<file path="config.mk">
export PLATFORM = sky130hd
export DESIGN_NAME = seq_divider
export DESIGN_NICKNAME = d
export VERILOG_FILES = /design/src/rtl/seq_divider.sv
export SDC_FILE = /design/constraint.sdc
export NUM_CORES = 1
export LEC_CHECK = 0
export CAP_MARGIN = 40
export CELL_PAD_IN_SITES_DETAIL_PLACEMENT = 0
export CELL_PAD_IN_SITES_GLOBAL_PLACEMENT = 2
export CORE_MARGIN = 2
export CORE_UTILIZATION = 32
export DETAILED_ROUTE_END_ITERATION = 10
export PLACE_DENSITY_LB_ADDON = 0.1
export SLEW_MARGIN = 25
export SYNTH_ARGS = -nofsm -noshare
export SYNTH_HDL_FRONTEND = slang
export SYNTH_SLANG_ARGS = --single-unit
</file>
<file path="constraint.sdc">
create_clock -name clk -period 7.3 [get_ports clk]
set_clock_uncertainty 0.2 [all_clocks]
set_input_delay 1.46 -clock clk [delete_from_list [all_inputs] [get_ports clk]]
set_output_delay 1.46 -clock clk [all_outputs]
set_load 0.02 [all_outputs]
</file>
<file path="src/rtl/seq_divider.sv">
// seq_divider: multi-cycle restoring divider, one quotient bit per clock.
// Signed or unsigned per operation, start/done handshake, busy and
// divide-by-zero status. Quotient, remainder and flag are held until the
// next accepted start.
// Optional build macro SEQ_DIV_ZERO_FAST_EN: a zero divisor at start skips
// the iteration and goes straight to DONE. Result values are the same
// either way; only the latency differs.
module seq_divider #(
  parameter int WIDTH = 32
) (
  input  logic             clk,
  input  logic             clr,
  input  logic             start,
  input  logic             is_signed,
  input  logic [WIDTH-1:0] dividend,
  input  logic [WIDTH-1:0] divisor,
  output logic [WIDTH-1:0] quotient,
  output logic [WIDTH-1:0] remainder,
  output logic             done,
  output logic             busy,
  output logic             div_by_zero
);

  localparam int             CW       = $clog2(WIDTH) + 1;
  localparam logic [CW-1:0]  CNT_INIT = CW'(WIDTH);
  localparam logic [CW-1:0]  CNT_ONE  = CW'(1);

  typedef enum logic [1:0] {
    S_IDLE,
    S_CALC,
    S_FIX,
    S_DONE
  } state_t;

  state_t r_state;
  state_t w_next_state;

  logic [CW-1:0]    r_count;
  logic [WIDTH-1:0] r_rem;            // partial remainder (magnitude)
  logic [WIDTH-1:0] r_quo;            // dividend shifting out, quotient shifting in
  logic [WIDTH-1:0] r_dvs;            // divisor magnitude
  logic [WIDTH-1:0] r_dividend_raw;   // untouched dividend for the zero-divisor result
  logic             r_sign_q;
  logic             r_sign_r;
  logic             r_zero;
  logic [WIDTH-1:0] r_quotient;
  logic [WIDTH-1:0] r_remainder;
  logic             r_div_by_zero;

  // Operand conditioning at start
  logic             w_zero_in;
  logic             w_neg_dividend;
  logic             w_neg_divisor;
  logic [WIDTH-1:0] w_abs_dividend;
  logic [WIDTH-1:0] w_abs_divisor;
  logic             w_fast_zero;

  assign w_zero_in      = (divisor == '0);
  assign w_neg_dividend = is_signed & dividend[WIDTH-1];
  assign w_neg_divisor  = is_signed & divisor[WIDTH-1];
  // Magnitude of -2^(WIDTH-1) is 2^(WIDTH-1), which fits as unsigned.
  assign w_abs_dividend = w_neg_dividend ? -dividend : dividend;
  assign w_abs_divisor  = w_neg_divisor  ? -divisor  : divisor;

`ifdef SEQ_DIV_ZERO_FAST_EN
  assign w_fast_zero = w_zero_in;
`else
  assign w_fast_zero = 1'b0;
`endif

  // One restoring step. The shifted remainder needs one extra bit; since the
  // remainder is always below the divisor, the difference fits in WIDTH bits
  // when non-negative, so the top bit of the trial is a clean borrow.
  logic [WIDTH:0] w_rem_shift;
  logic [WIDTH:0] w_trial;
  logic           w_fits;

  assign w_rem_shift = {r_rem, r_quo[WIDTH-1]};
  assign w_trial     = w_rem_shift - {1'b0, r_dvs};
  assign w_fits      = ~w_trial[WIDTH];

  // Sign correction and zero-divisor override applied in FIX
  logic [WIDTH-1:0] w_fix_quotient;
  logic [WIDTH-1:0] w_fix_remainder;

  assign w_fix_quotient  = r_zero ? '1 : (r_sign_q ? -r_quo : r_quo);
  assign w_fix_remainder = r_zero ? r_dividend_raw : (r_sign_r ? -r_rem : r_rem);

  assign quotient    = r_quotient;
  assign remainder   = r_remainder;
  assign div_by_zero = r_div_by_zero;

  // State register
  always_ff @(posedge clk or posedge clr) begin
    // NOTE: sequential state uses non-blocking assignments so every register
    // samples pre-edge values regardless of block ordering.
    if (clr) r_state <= S_IDLE;
    else     r_state <= w_next_state;
  end

  // Next-state logic
  always_comb begin
    // NOTE: default assignment first so no path leaves the output unassigned
    // (which would infer a latch).
    w_next_state = r_state;
    unique case (r_state)
      S_IDLE: if (start) w_next_state = w_fast_zero ? S_DONE : S_CALC;
      S_CALC: if (r_count == CNT_ONE) w_next_state = S_FIX;
      S_FIX:  w_next_state = S_DONE;
      S_DONE: w_next_state = S_IDLE;
      default: w_next_state = S_IDLE;
    endcase
  end

  // Status outputs decoded from the state
  always_comb begin
    done = 1'b0;
    busy = 1'b0;
    if (r_state == S_DONE) done = 1'b1;
    if (r_state != S_IDLE) busy = 1'b1;
  end

  // Datapath: operand capture, iteration, result registration
  always_ff @(posedge clk or posedge clr) begin
    // NOTE: every datapath register is reset so an aborted operation leaves
    // no stale operand or sign state behind.
    if (clr) begin
      r_count        <= '0;
      r_rem          <= '0;
      r_quo          <= '0;
      r_dvs          <= '0;
      r_dividend_raw <= '0;
      r_sign_q       <= 1'b0;
      r_sign_r       <= 1'b0;
      r_zero         <= 1'b0;
      r_quotient     <= '0;
      r_remainder    <= '0;
      r_div_by_zero  <= 1'b0;
    end else begin
      unique case (r_state)
        S_IDLE: begin
          if (start) begin
            r_rem          <= '0;
            r_quo          <= w_abs_dividend;
            r_dvs          <= w_abs_divisor;
            r_dividend_raw <= dividend;
            r_sign_q       <= w_neg_dividend ^ w_neg_divisor;
            r_sign_r       <= w_neg_dividend;
            r_zero         <= w_zero_in;
            if (w_fast_zero) begin
              r_count       <= '0;
              r_quotient    <= '1;
              r_remainder   <= dividend;
              r_div_by_zero <= 1'b1;
            end else begin
              r_count       <= CNT_INIT;
              r_div_by_zero <= 1'b0;
            end
          end
        end
        S_CALC: begin
          r_rem   <= w_fits ? w_trial[WIDTH-1:0] : w_rem_shift[WIDTH-1:0];
          r_quo   <= {r_quo[WIDTH-2:0], w_fits};
          r_count <= r_count - CNT_ONE;
        end
        S_FIX: begin
          r_quotient    <= w_fix_quotient;
          r_remainder   <= w_fix_remainder;
          r_div_by_zero <= r_zero;
        end
        default: ;
      endcase
    end
  end

endmodule
</file>
# Word level (Yosys, flattened, before mapping)
# Cells that the tools add are included.
# W data, S select, Z words.
[word_totals]
ff_bits = 204
latchBits = 0
ram_bits = 0
rom_bits = 0
inputBits = 68
output_inout_bits = 67
elab_cells = 57
n_memories = 0
[classes]
addsub = 6
mul = 0
div_mod_pow = 0
n_lt_le_gt_ge = 0
eq_ne = 6
shift = 0
n_mux = 20
n_bitwise = 4
reduce_logical = 9
[op_table]
columns = ["op", "count"]
rows = [
  ["$mux W32", 9],
  ["$neg A32 Y32", 4],
  ["$pmux W32 S2", 2],
  ["$sub A33 B32 Y33", 1],
  ["$logic_not A32 Y1", 1],
  ["$pmux W6 S2", 1],
  ["$pmux W2 S4", 1],
  ["$reduce_and A2 Y1", 4],
  ["$eq A6 B1 Y1 const B", 1],
  ["$mux W6", 1],
  ["$reduce_bool A2 Y1", 3],
  ["$sub A6 B1 Y6 const B", 1],
  ["$eq A2 B2 Y1 const B", 2],
  ["$mux W2", 2],
  ["$ne A2 B2 Y1 const B", 2],
  ["$mux W1", 3],
  ["$and A1 B1 Y1", 2],
  ["$eq A2 B1 Y1 const B", 1],
  ["$logic_not A2 Y1", 1],
  ["$pmux W1 S2", 1],
  ["$not A1 Y1", 1],
  ["$xor A1 B1 Y1", 1],
]

# Logic depth before layout (Yosys ltp)
# Gate-level depths: netlist of the first run.
[depth]
depth_word = 4
depth_mapped = 13
mapped_depth_nobuf = 12

# Worst setup path after synthesis of the first run
# Ideal clock, no wire load.
[synth_path]
kind = "input to register"
from = "input divisor[4]"
to = "register r_dvs[30]"
setup_ns = 0.137
t_arrival_ns = 3.218
required_ns = 6.963
setup_slack_ns = 3.744
cell_stages = 9
n_path_buf = 0
path_cell_list = "or3_1 nor3b_1 nand2_1 nor3_2 and2_2 nand2_1 o21ai_0 xor2_1 o21ai_0"
[synth_via]
elab_chain_len = 2
[synth_lines]
columns = ["element", "line", "rtl"]
rows = [
  ["from (decl)", "16", "input logic [WIDTH-1:0] divisor,"],
  ["$neg A32 Y32", "63", "assign w_abs_divisor = w_neg_divisor ? -divisor : divisor;"],
  ["$mux W32", "63", ""],
  ["to (signal assigned)", "145", "r_dvs <= w_abs_divisor;"],
  ["to (decl)", "41", "logic [WIDTH-1:0] r_dvs;"],
]
# Every way passes these cells.
# A chain may end at the register's enable or synchronous reset.

# Worst setup path in the final report of the first run
[layout_path]
from = "register r_quo[31]"
to = "register r_rem[28]"
[layout_via]
elab_chain_len = 3
[layout_lines]
columns = ["element", "line", "rtl"]
rows = [
  ["from (decl)", "40", "logic [WIDTH-1:0] r_quo;"],
  ["from (signal assigned)", "144", "r_quo <= w_abs_dividend;"],
  ["from (signal assigned)", "163", "r_quo <= {r_quo[WIDTH-2:0], w_fits};"],
  ["$sub A33 B32 Y33", "79", "assign w_trial = w_rem_shift - {1'b0, r_dvs};"],
  ["$mux W32", "162", "r_rem <= w_fits ? w_trial[WIDTH-1:0] : w_rem_shift[WIDTH-1:0];"],
  ["$pmux W32 S2", "140", "unique case (r_state)"],
  ["to (signal assigned)", "162", ""],
  ["to (decl)", "39", "logic [WIDTH-1:0] r_rem;"],
]
# Every way passes these cells.

==> impl.org, run 1 <==
** Run status
- The run finished with clean final reports.

** Pwr
- Int Pwr :: 2850 µW
- Of the total power, the share spent switching nets is 0.379.
- Summed over all cells, the static leakage comes to 0.00630 µW.
- Sequential group share of total power :: 0.355
- Switching pwr :: 1740 µW
- VDD IR-drop max :: 0.189 mV
- The share of total power dissipated in combinational logic is 0.361.
- Power spread over the standard cell area amounts to 294 nW/µm².
- Of the total power, the clock network draws 0.284.

** Finish
- In the final layout, the share of cells above drive strength 1 is 0.0981.
- Compared with the post-synthesis result, the final layout area differs by 21.8%.
- Ant. Diodes :: 0
- At the end of the flow the core is filled with cells to 0.394.
- Count of nets after finishing :: 1652

** Detailed routing
- Routed WL :: 36700 µm
- Average vias per placed instance :: 4.97
- After the first detailed-routing iteration, the DRC count stood at 521.
- Antenna-violating nets left :: 0
- In the final routed layout, each cell accounts on average for 17.6 µm.
- The pre-antenna-repair detailed-routing pass consisted of 5 iterations.
- Vias :: 10400
- In the routed design, unresolved DRC markers number 0.

** Job
- Maximum Capacitance Violations :: 0

** Global route
- The first global-routing pass estimated 60000 µm of wire.
- Vias in the first global route :: 10600
- Initial antenna violation count :: 0
- For this run the aggregate overflow at the end of global routing stands at 0.
- Entering global routing, the biggest net connects 85 pins.
- In the global route stage, overall resource usage came out at 0.180.

** Synthesis
- Of the post-synthesis cell area, the dominant cell type holds 0.398.
- For this run, the leading register cell type out of synthesis is dfrtp_1.
- Number of nets in the synthesized netlist :: 1546
- By area the synthesized netlist is led by dfrtp_1 40%, o21ai_0 6.1%, xor2_1 5.3%.
- In the synthesized netlist, the number of instances is 1435.
- In this run the mean area of a mapped cell was 8.95 µm².
- Cell type with the highest aggregate area in the netlist :: dfrtp_1
- Synthesis inferred 204 register bits.
- Among all cell types in the netlist, the one instantiated most often is dfrtp_1.
- The number of different library cells used by synthesis comes to 80.
- Top cells by instance count after synthesis :: 204 x dfrtp_1, 170 x nand2_1, 157 x o21ai_0
- Post-synthesis cell area :: 12800 µm²
- For this run, the register share of the synthesized area comes to 0.398.
- The Yosys step of the flow raised 0 warnings.
- For this run, asynchronously set or reset flops after synthesis account for 1.00.
- Counting flops with a built-in enable in the synthesized netlist gives 0.

** Clocking
- Buffers added to address setup during post-CTS repair amount to 0.
- The tree is rooted in a clkbuf_16.
- After clock tree synthesis, the clock-pin slew on the worst setup and hold paths is 0.05 ns.
- Maximum clock insertion buffer count :: 3
- TritonCTS built the clock tree.
- Number of buffers created by CTS :: 26
- Htree depth :: 1
- CTS saw 204 sinks.
- Hold repair after CTS inserted 0 buffers.
- Clock latency on the worst-skew pair, taken at its later pin, is 0.54 ns.
- After clock tree synthesis, the repair step resized 0 gates.

** STA
- Setup Viol. Count Final :: 0
- In the finished design, the share of the clock period the worst path needs comes to 0.568.
- Number of pins exceeding their max-slew limit in the final report :: 0
- The smallest clock period supported by the final layout is computed as 4.15 ns.
- Worst Hold Margin :: 0.275 ns
- Derived from the worst setup path, the maximum achievable clock frequency is 241 MHz.
- Pin slew with the least headroom to its limit :: 0.861 ns
- Setup TNS :: 0 ns
- Relative slew margins :: 0.426
- Setup repair after global routing left no endpoint under its margin.
- Final hold viol count :: 0

** Critical path
- Type of the worst setup path :: flop to flop
- Category of the worst setup path launch point :: flop
- CP Data Required Time :: 7.53 ns
- In this run the worst path has a maximum fanout of 33.
- Data arrival time at the worst-slack endpoint :: 4.38 ns
- STA classifies the critical path endpoint as a flop.

** Floorplanning
- Area of the die :: 41700 µm²
- The die is 204 µm wide.
- The region available for standard cell placement spans 39600 µm².
- After floorplanning, the core was divided into 73 placement rows.
- The initial utilization of the core area, before any placement, comes to 0.324.
- Top-level port count :: 135
- The floorplan step set the die height to 204 µm.

** Place
- GPL Wtd Cong :: 0.831
- Detailed placement finished with a half-perimeter wire length of 27700 µm.
- Buffers placed on the I/O ports in this run total 134.

** Worst hold path
- Classification of the worst-slack hold path :: flop to flop
==> area by class of cell <==
| type | instances | area, µm² |
|---|---|---|
| timing repair buffer | 151 | 1530 |
| clock inverter | 9 | 111 |
| multi-input combinational | 1097 | 7230 |
| tap | 525 | 657 |
| clock buffer | 38 | 766 |
| inverter | 61 | 236 |
| sequential | 204 | 5110 |
| fill | 4063 | 24000 |
==> placed cells by master, fill, tap and decap left out, types with 7 or more instances in the layout <==
| cell | count |
|---|---|
| o21ai_1 | 9 |
| nand2_1 | 169 |
| mux2_2 | 54 |
| xnor2_1 | 71 |
| o21a_1 | 7 |
| mux2i_1 | 28 |
| a22oi_1 | 16 |
| nand2b_1 | 11 |
| o22a_1 | 7 |
| or3_1 | 16 |
| nor2_1 | 103 |
| nand3_1 | 18 |
| a21oi_1 | 118 |
| o31ai_1 | 22 |
| o22ai_1 | 7 |
| nor2b_1 | 9 |
| clkbuf_8 | 7 |
| a21o_1 | 13 |
| o21ai_0 | 157 |
| buf_4 | 12 |
| xor2_1 | 77 |
| inv_1 | 59 |
| o41ai_1 | 9 |
| ha_1 | 41 |
| nor4_1 | 9 |
| nor3_1 | 17 |
| dfrtp_1 | 203 |
| clkbuf_16 | 26 |
| clkdlybuf4s50_1 | 134 |
| and3_1 | 8 |
| a31oi_1 | 8 |
==> state kept, by name (all words and copies together), names as in the netlist <==
register,count
r_dvs,32
r_quo,32
r_sign_q,1
r_state,2
quotient,32
r_zero,1
r_dividend_raw,32
r_count,6
remainder,32
div_by_zero,1
r_rem,32
r_sign_r,1
==> power by group through the flow <==
stage / sequential (µW) / combinational (µW) / clock [µW]
2_1_floorplan: 1520 / 1320 / 0
3_3_place_gp: 1650 / 1670 / 0
3_5_place_dp: 1650 / 1680 / 0
4_1_cts: 1630 / 1680 / 1350
5_1_grt: 1670 / 1890 / 1390
6_report: 1630 / 1660 / 1300
==> stage by stage <==
| stage | instance area [µm²] | setup WS, ns | cells | total power [µW] |
|---|---|---|---|---|
| CTS | 15600 | 3.05 | 2084 | 4670 |
| finish | 15600 | 3.15 | 2085 | 4590 |
| floorplan | 12800 | 0.0726 | 1435 | 2840 |
| global placement | 14700 | 2.80 | 2033 | 3320 |
| detailed placement | 14700 | 2.79 | 2037 | 3330 |
| global route | 15600 | 2.88 | 2085 | 4950 |
==> layer usage <==
| layer | vias to the layer above | GRT usage | routed length, µm |
|---|---|---|---|
| met1 | 4884 | 0.236 | 16900 |
| met4 | 0 | 0.0481 | 974 |
| met5 | - | 0 | 0 |
| met3 | 47 | 0.0180 | 930 |
| li1 | 5267 | - | - |
| met2 | 158 | 0.314 | 17900 |
==> critical path, stage by stage, from the launching register on <==
cell      delay, ns
dfrtp_1        0.44
inv_1          0.19
ha_1           0.27
fa_1           0.41
nand2b_1       0.20
a21oi_1        0.30
o21ai_1        0.21
a21oi_1        0.34
o31a_1         0.23
nand3_2        0.07
buf_4          0.28
nor2_1         0.60
a22oi_1        0.19
o31ai_1        0.09
==> path summary, 6_finish.rpt <==
check,startpoint,end,slack [ns],cells after the start
max,r_quo[31],r_rem[28],3.15,13
min,r_dvs[31],r_dvs[31],0.28,2
max reg2reg,r_quo[31],r_rem[28],3.15,13
min reg2reg,r_dvs[31],r_dvs[31],0.28,2
max in group asynchronous,clr,remainder[25],4.63,4
min in group asynchronous,clr,quotient[5],1.20,2
==> cell families after synthesis <==
kind of cell	share of synthesized area
multiplexers	0.0692
AND/OR/NAND/NOR	0.153
flip-flops	0.398
buffers and inverters	0.0411
XOR/XNOR	0.101
adder cells (fa/ha/maj)	0.0425
AO/OA/AOI/OAI	0.196
(Power assumes the default switching activity.)
==> inputs of run 2 (changes only) <==
--- a/config.mk
+++ b/config.mk
@@ -9,7 +9,7 @@
 export CELL_PAD_IN_SITES_DETAIL_PLACEMENT = 0
 export CELL_PAD_IN_SITES_GLOBAL_PLACEMENT = 2
 export CORE_MARGIN = 2
-export CORE_UTILIZATION = 32
+export CORE_UTILIZATION = 36
 export DETAILED_ROUTE_END_ITERATION = 10
 export PLACE_DENSITY_LB_ADDON = 0.1
 export SLEW_MARGIN = 25
==> constraint.sdc (replaced) <==
create_clock -name clk -period 3.9 [get_ports clk]
set_clock_uncertainty 0.2 [all_clocks]
set_input_delay 0.78 -clock clk [delete_from_list [all_inputs] [get_ports clk]]
set_output_delay 0.78 -clock clk [all_outputs]
set_load 0.02 [all_outputs]
==> impl.org, run 2 (synthesis results as in run 1) <==
** STA
- Relative slew margins :: 0.557
- In the finished design, the share of the clock period the worst path needs comes to 0.874.
- In the final timing run, aggregate negative setup slack is 0 ns.
- The final number of max-transition violations is 0.
- Setup Viol. Count Final :: 0
- Final hold viol count :: 0
- Setup repair after global routing left no endpoint under its margin.
- After layout, the minimum clock period comes to 3.41 ns.
- On the final layout, the worst hold slack is 0.275 ns.
- Fmax :: 293 MHz
- At the pin with the least slew margin, the transition time is 0.665 ns.

** Finish
- Once layout is complete, the utilization of the core stands at 0.446.
- Layout cell share with drive strength beyond 1 :: 0.116
- Count of nets after finishing :: 1695
- Once layout is done, the placed cells without fillers occupy 15700 µm².
- 0 antenna diodes ended up in the layout.
- Commonest non-fill, non-tap cell in the layout :: dfrtp_1
- Leaving out fill and tap cells, the most frequent cells in the layout are 203 x dfrtp_1, 169 x nand2_1, 157 x o21ai_0.
- Layout Area Growth over Synthesis :: 22.6%
- Across the whole layout, storage elements account for 5110 µm².
- In the final layout, the multi-input gates occupy 7230 µm².
- The layout has 3511 filler cells.

** Critical path
- At the worst endpoint, the required time is 4.09 ns.
- Reg-to-reg setup timing slack :: 0.49 ns
- Data arrival time at the worst-slack endpoint :: 3.60 ns
- Maximum fanout along the worst path :: 13
- Type of the worst setup path :: flop to flop
- Category of the worst setup path launch point :: flop
- STA classifies the critical path endpoint as a flop.

** Pwr
- Of the total power, combinational logic draws 0.402.
- Summed over all nets, the switching power comes to 3220 µW.
- Sequential group share of total power :: 0.349
- Int Pwr :: 5300 µW
- For this design the static power due to leakage is 0.00644 µW.
- Power per cell area :: 542 nW/µm²
- Part of the power in the clock network :: 0.249
- Of the total power, the share spent switching nets is 0.378.
- Summing internal, switching and leakage power gives 8520 µW.
- VDD IR-drop max :: 0.260 mV

** Detailed routing
- The detail route stage leaves a number of antenna-violating nets equal to 0.
- For this run, design rule violations remaining after detail routing come to 0.
- The final route contains 10400 vias.
- Average routed wire per standard cell :: 17.5 µm
- The detailed router finished its first iteration with 520 violations.
- First-pass iteration count of the detailed router :: 4
- Routed WL :: 36000 µm
- In the routed layout, each cell is associated on average with a via count of 5.08.

** Global route
- GR Overflow Total :: 0
- In the global route stage, overall resource usage came out at 0.195.
- First-pass GRT wire length :: 57500 µm
- Vias in the first global route :: 10400
- Initial antenna violation count :: 0
- Maximum number of pins on one net before global-route repair :: 73

** Run status
- Run status :: completed

** Place
- PortBufs :: 134
- The HPWL after detailed placement is 27900 µm.
- Area after detailed placement :: 15000 µm²
- GPL Wtd Cong :: 0.782

** Job
- The tool flagged a number of max-cap violations equal to 0.

** Floorplanning
- For this configuration, the core starts out at a cell density of 0.364.
- Die extent in y :: 193 µm
- Area of the die :: 37200 µm²
- The floorplan step set the die width to 193 µm.
- Top-level port count :: 135
- Std-Cell Core Area :: 35300 µm²
- After floorplanning, the core was divided into 69 placement rows.

** Clocking
- Clock tree synthesis selected as its root buffer the cell clkbuf_16.
- Clock transition at path regs :: 0.06 ns
- Htree depth :: 1
- Maximum clock insertion buffer count :: 3
- Number of buffers created by CTS :: 25
- Post-CTS Setup Bufs :: 0
- TritonCTS built the clock tree.
- For the worst-skew pair, the clock arrives at the later sink with an insertion delay of 0.52 ns.
- After clock tree synthesis, the flow added hold-fix buffers numbering 0.
- Post-CTS repair changed the size of 0 cells.
- TritonCTS Sinks :: 204

** Worst hold path
- Classification of the worst-slack hold path :: flop to flop
-- run 2: worst paths after layout --
kind | from | endpoint | cells after the start
setup / recovery | r_rem[26] | r_rem[5] | 11
hold reg to reg | r_dvs[9] | r_dvs[9] | 2
setup reg to reg | r_rem[26] | r_rem[5] | 11
min in group asynchronous | clr | quotient[7] | 2
max in group asynchronous | clr | r_rem[18] | 4
hold / removal | r_dvs[9] | r_dvs[9] | 2
-- run 2: worst max-delay path, stage by stage, from the launching register on --
cell     delay, ns
dfrtp_1       0.49
ha_1          0.46
nand2_1       0.07
o21ai_0       0.42
a41oi_1       0.29
or2_2         0.34
o31a_1        0.13
nand3_2       0.15
buf_4         0.26
buf_4         0.18
mux2i_1       0.18
o21ai_0       0.09
-- run 2: area by class of cell --
type | count | area share
clock buffer | 36 | 0.0456
inverter | 61 | 0.0148
multi-input combinational | 1097 | 0.459
sequential | 204 | 0.325
tap | 461 | 0.0367
timing repair buffer | 195 | 0.119
-- run 2: metal layers --
metal | track usage | vias to the layer above | part of all wire
met3 | 0.0205 | 35 | 0.034
met1 | 0.260 | 4907 | 0.46
met5 | 0 | - | 0
met4 | 0.0420 | 0 | 0.019
met2 | 0.342 | 132 | 0.48
li1 | - | 5353 | -
-- run 2: metrics by stage --
step / setup WS, ns / cells
final: 0.490 / 2054
after global routing: 0.226 / 2054
after CTS: 0.475 / 2053
after detailed placement: 0.307 / 2017
after global placement: 0.322 / 2017
after floorplan: 0.276 / 1435
-- run 2: power by group through the flow --
stage	clock network [µW]	registers [µW]	logic, µW
floorplan	0	2850	2470
CTS	2190	2960	3470
global placement	0	2990	3450
finish	2120	2970	3430
global route	2270	3030	3860
detailed placement	0	3000	3460
==> inputs of run 3 (changes only) <==
--- a/config.mk
+++ b/config.mk
@@ -5,13 +5,13 @@
 export SDC_FILE = /design/constraint.sdc
 export NUM_CORES = 1
 export LEC_CHECK = 0
-export CAP_MARGIN = 40
+export CAP_MARGIN = 5
 export CELL_PAD_IN_SITES_DETAIL_PLACEMENT = 0
 export CELL_PAD_IN_SITES_GLOBAL_PLACEMENT = 2
-export CORE_MARGIN = 2
 export CORE_UTILIZATION = 36
 export DETAILED_ROUTE_END_ITERATION = 10
 export PLACE_DENSITY_LB_ADDON = 0.1
+export REMOVE_ABC_BUFFERS = 1
 export SLEW_MARGIN = 25
 export SYNTH_ARGS = -nofsm -noshare
 export SYNTH_HDL_FRONTEND = slang
==> impl.org, run 3 (synthesis results as in run 1) <==
** Worst hold path
- The path class of the tightest hold or removal check is flop to flop.

** Pwr
- The completed layout was analyzed and its total power is 8780 µW.
- Switching Fraction :: 0.370
- In this run the power spent charging and discharging nets is 3250 µW.
- VDD IR-drop max :: 0.315 mV
- Proportion of power drawn by combinational gates :: 0.379
- Sequential group share of total power :: 0.339
- In this run the static leakage power is 0.00649 µW.
- The internal portion of the total power is 5530 µW.
- Power per cell area :: 555 nW/µm²
- Part of the power in the clock network :: 0.281

** Place
- Routability-driven placement finished with a final weighted congestion of 0.803.
- Input and output buffers added on the ports amount to 134.
- Placed instance count :: 2003
- At the placement stage, the worst setup path has a slack of 0.272 ns.
- DP HPWL :: 26400 µm

** Finish
- Number of non-filler instances in the completed layout :: 2051
- The number of antenna diodes in the final layout is 0.
- Leaving out fill and tap cells, the most frequent cell in the layout is dfrtp_1.
- Layout Area Growth over Synthesis :: 23.3%
- The layout has 3446 filler cells.
- Of the cells placed in the final design, the portion with a size suffix greater than 1 is 0.119.
- Most used cells in the layout excluding fill and tap cells :: 203 x dfrtp_1, 169 x nand2_1, 157 x o21ai_0
- For this run, the post-layout net count is 1687.

** Clocking
- Post-CTS Setup Bufs :: 0
- TritonCTS Sinks :: 204
- Worst-skew pair later-pin latency :: 0.53 ns
- Maximum clock insertion buffer count :: 3
- After clock tree synthesis, the flow added hold-fix buffers numbering 0.
- Clock transition at path regs :: 0.06 ns
- After clock tree synthesis, the repair step resized 0 gates.
- Number of buffers created by CTS :: 26
- In this run the clock root is driven by a clkbuf_16.
- Htree depth :: 1
- TritonCTS built the clock tree.

** Floorplanning
- The floorplan step set the die height to 191 µm.
- For this configuration, the core starts out at a cell density of 0.369.
- Die X-Extent :: 191 µm
- After floorplanning, the core was sized to cover 34800 µm².
- Row generation in the floorplan step produced 68 rows.
- Top-level port count :: 135
- The die covers 36400 µm².

** STA
- Setup Viol. Count Final :: 0
- Dividing the final minimum period by the clock period gives 0.892.
- In this run the tightest slew margin relative to its limit is 0.443.
- Pin slew with the least headroom to its limit :: 0.835 ns
- The final number of max-transition violations came to 0.
- Fmax :: 287 MHz
- RSZ-0062 raised after global routing :: no
- Smallest setup slack after layout :: 0.421 ns
- Post-layout minimum cycle time :: 3.48 ns
- Setup TNS :: 0 ns
- On the final layout, the worst hold slack is 0.277 ns.
- Final hold viol count :: 0

** Global route
- Entering global routing, the biggest net connects 85 pins.
- Vias in the first global route :: 10300
- Initial antenna violation count :: 0
- GR Overflow Total :: 0
- First-pass GRT wire length :: 57100 µm
- Total global-route track usage :: 0.196

** Detailed routing
- First DRT Iteration DRCs :: 528
- Vias :: 10400
- After detailed routing, the met2 layer carries 16400 µm of wire.
- The detailed router used layers up to and including met4.
- The routed design has 35000 µm of wire.
- Routed metal-1 wirelength :: 16800 µm
- DRC :: 0
- Average routed wire per standard cell :: 17.1 µm
- Sum of met3 wire segment lengths after detailed routing :: 1150 µm
- Antenna-violating nets left :: 0
- Average vias per placed instance :: 5.08
- First-pass iteration count of the detailed router :: 5

** Critical path
- Reg-to-reg setup timing slack :: 0.42 ns
- For the worst setup path, the data required time is 4.10 ns.
- Endpoint type of the worst setup path :: flop
- STA classifies the critical path startpoint as a flop.
- Type of the worst setup path :: flop to flop
- STA puts the critical path data arrival time at 3.67 ns.
- Of all nets on the critical path, the largest fanout is 18.

** Run status
- The run finished with clean final reports.

** Job
- Across the run, the number of max-cap violations was 0.
## run 3: changes by cell type in the layout (fill, tap and decap cells not counted)
cell        previous run  this run
inv_8                  0         1
clkbuf_8               5         8
clkinv_2               0         7
bufinv_16              0         2
clkbuf_1               6         4
buf_4                 55        47
clkinvlp_4             1         0
clkbuf_16             25        27
buf_12                 6         5
## run 3: routing by layer
metal  track usage  vias up
li1              -     5344
met1         0.269     4872
met2         0.329      161
met3        0.0201       34
met4        0.0483        0
met5             0        -
## run 3: final cells by class
class	count	area (µm²)	area share
clock buffers	39	801	0.0506
clock inverters	9	95.1	0.00601
inverters	61	236	0.0149
repair buffers	186	1790	0.113
well taps	455	569	0.0360
multi-input cells	1097	7230	0.457
flip-flops and latches	204	5110	0.323
## run 3: metrics by stage
| stage | utilization | cell area, µm² |
|---|---|---|
| 6_report | 0.455 | 15800 |
| 3_5_place_dp | 0.429 | 14900 |
| 4_1_cts | 0.455 | 15800 |
| 5_1_grt | 0.455 | 15800 |
| 2_1_floorplan | - | 12500 |
| 3_3_place_gp | 0.429 | 14900 |
## run 3: path summary, 6_finish.rpt
check / start / to / depth (start not counted)
setup / recovery: r_rem[26] / r_rem[9] / 11
hold / removal: r_dvs[23] / r_dvs[23] / 2
setup reg to reg: r_rem[26] / r_rem[9] / 11
hold reg to reg: r_dvs[23] / r_dvs[23] / 2
max in group asynchronous: clr / r_dividend_raw[12] / 3
min in group asynchronous: clr / div_by_zero / 2
## run 3: power groups by stage
stage | logic [µW] | registers [µW] | clock network, µW
3_3_place_gp | 3330 | 3010 | 0
6_report | 3330 | 2980 | 2470
2_1_floorplan | 2390 | 2860 | 0
3_5_place_dp | 3350 | 3010 | 0
5_1_grt | 3760 | 3050 | 2650
4_1_cts | 3360 | 2970 | 2560
## run 3: worst max-delay path, stage by stage, from the launching register on
cell     delay [ns]
dfrtp_1        0.49
ha_1           0.46
nand2_1        0.07
o21ai_0        0.45
a41oi_1        0.30
or2_2          0.34
o31a_1         0.13
nand3_2        0.13
buf_4          0.15
buf_4          0.30
mux2i_1        0.23
o21ai_0        0.09
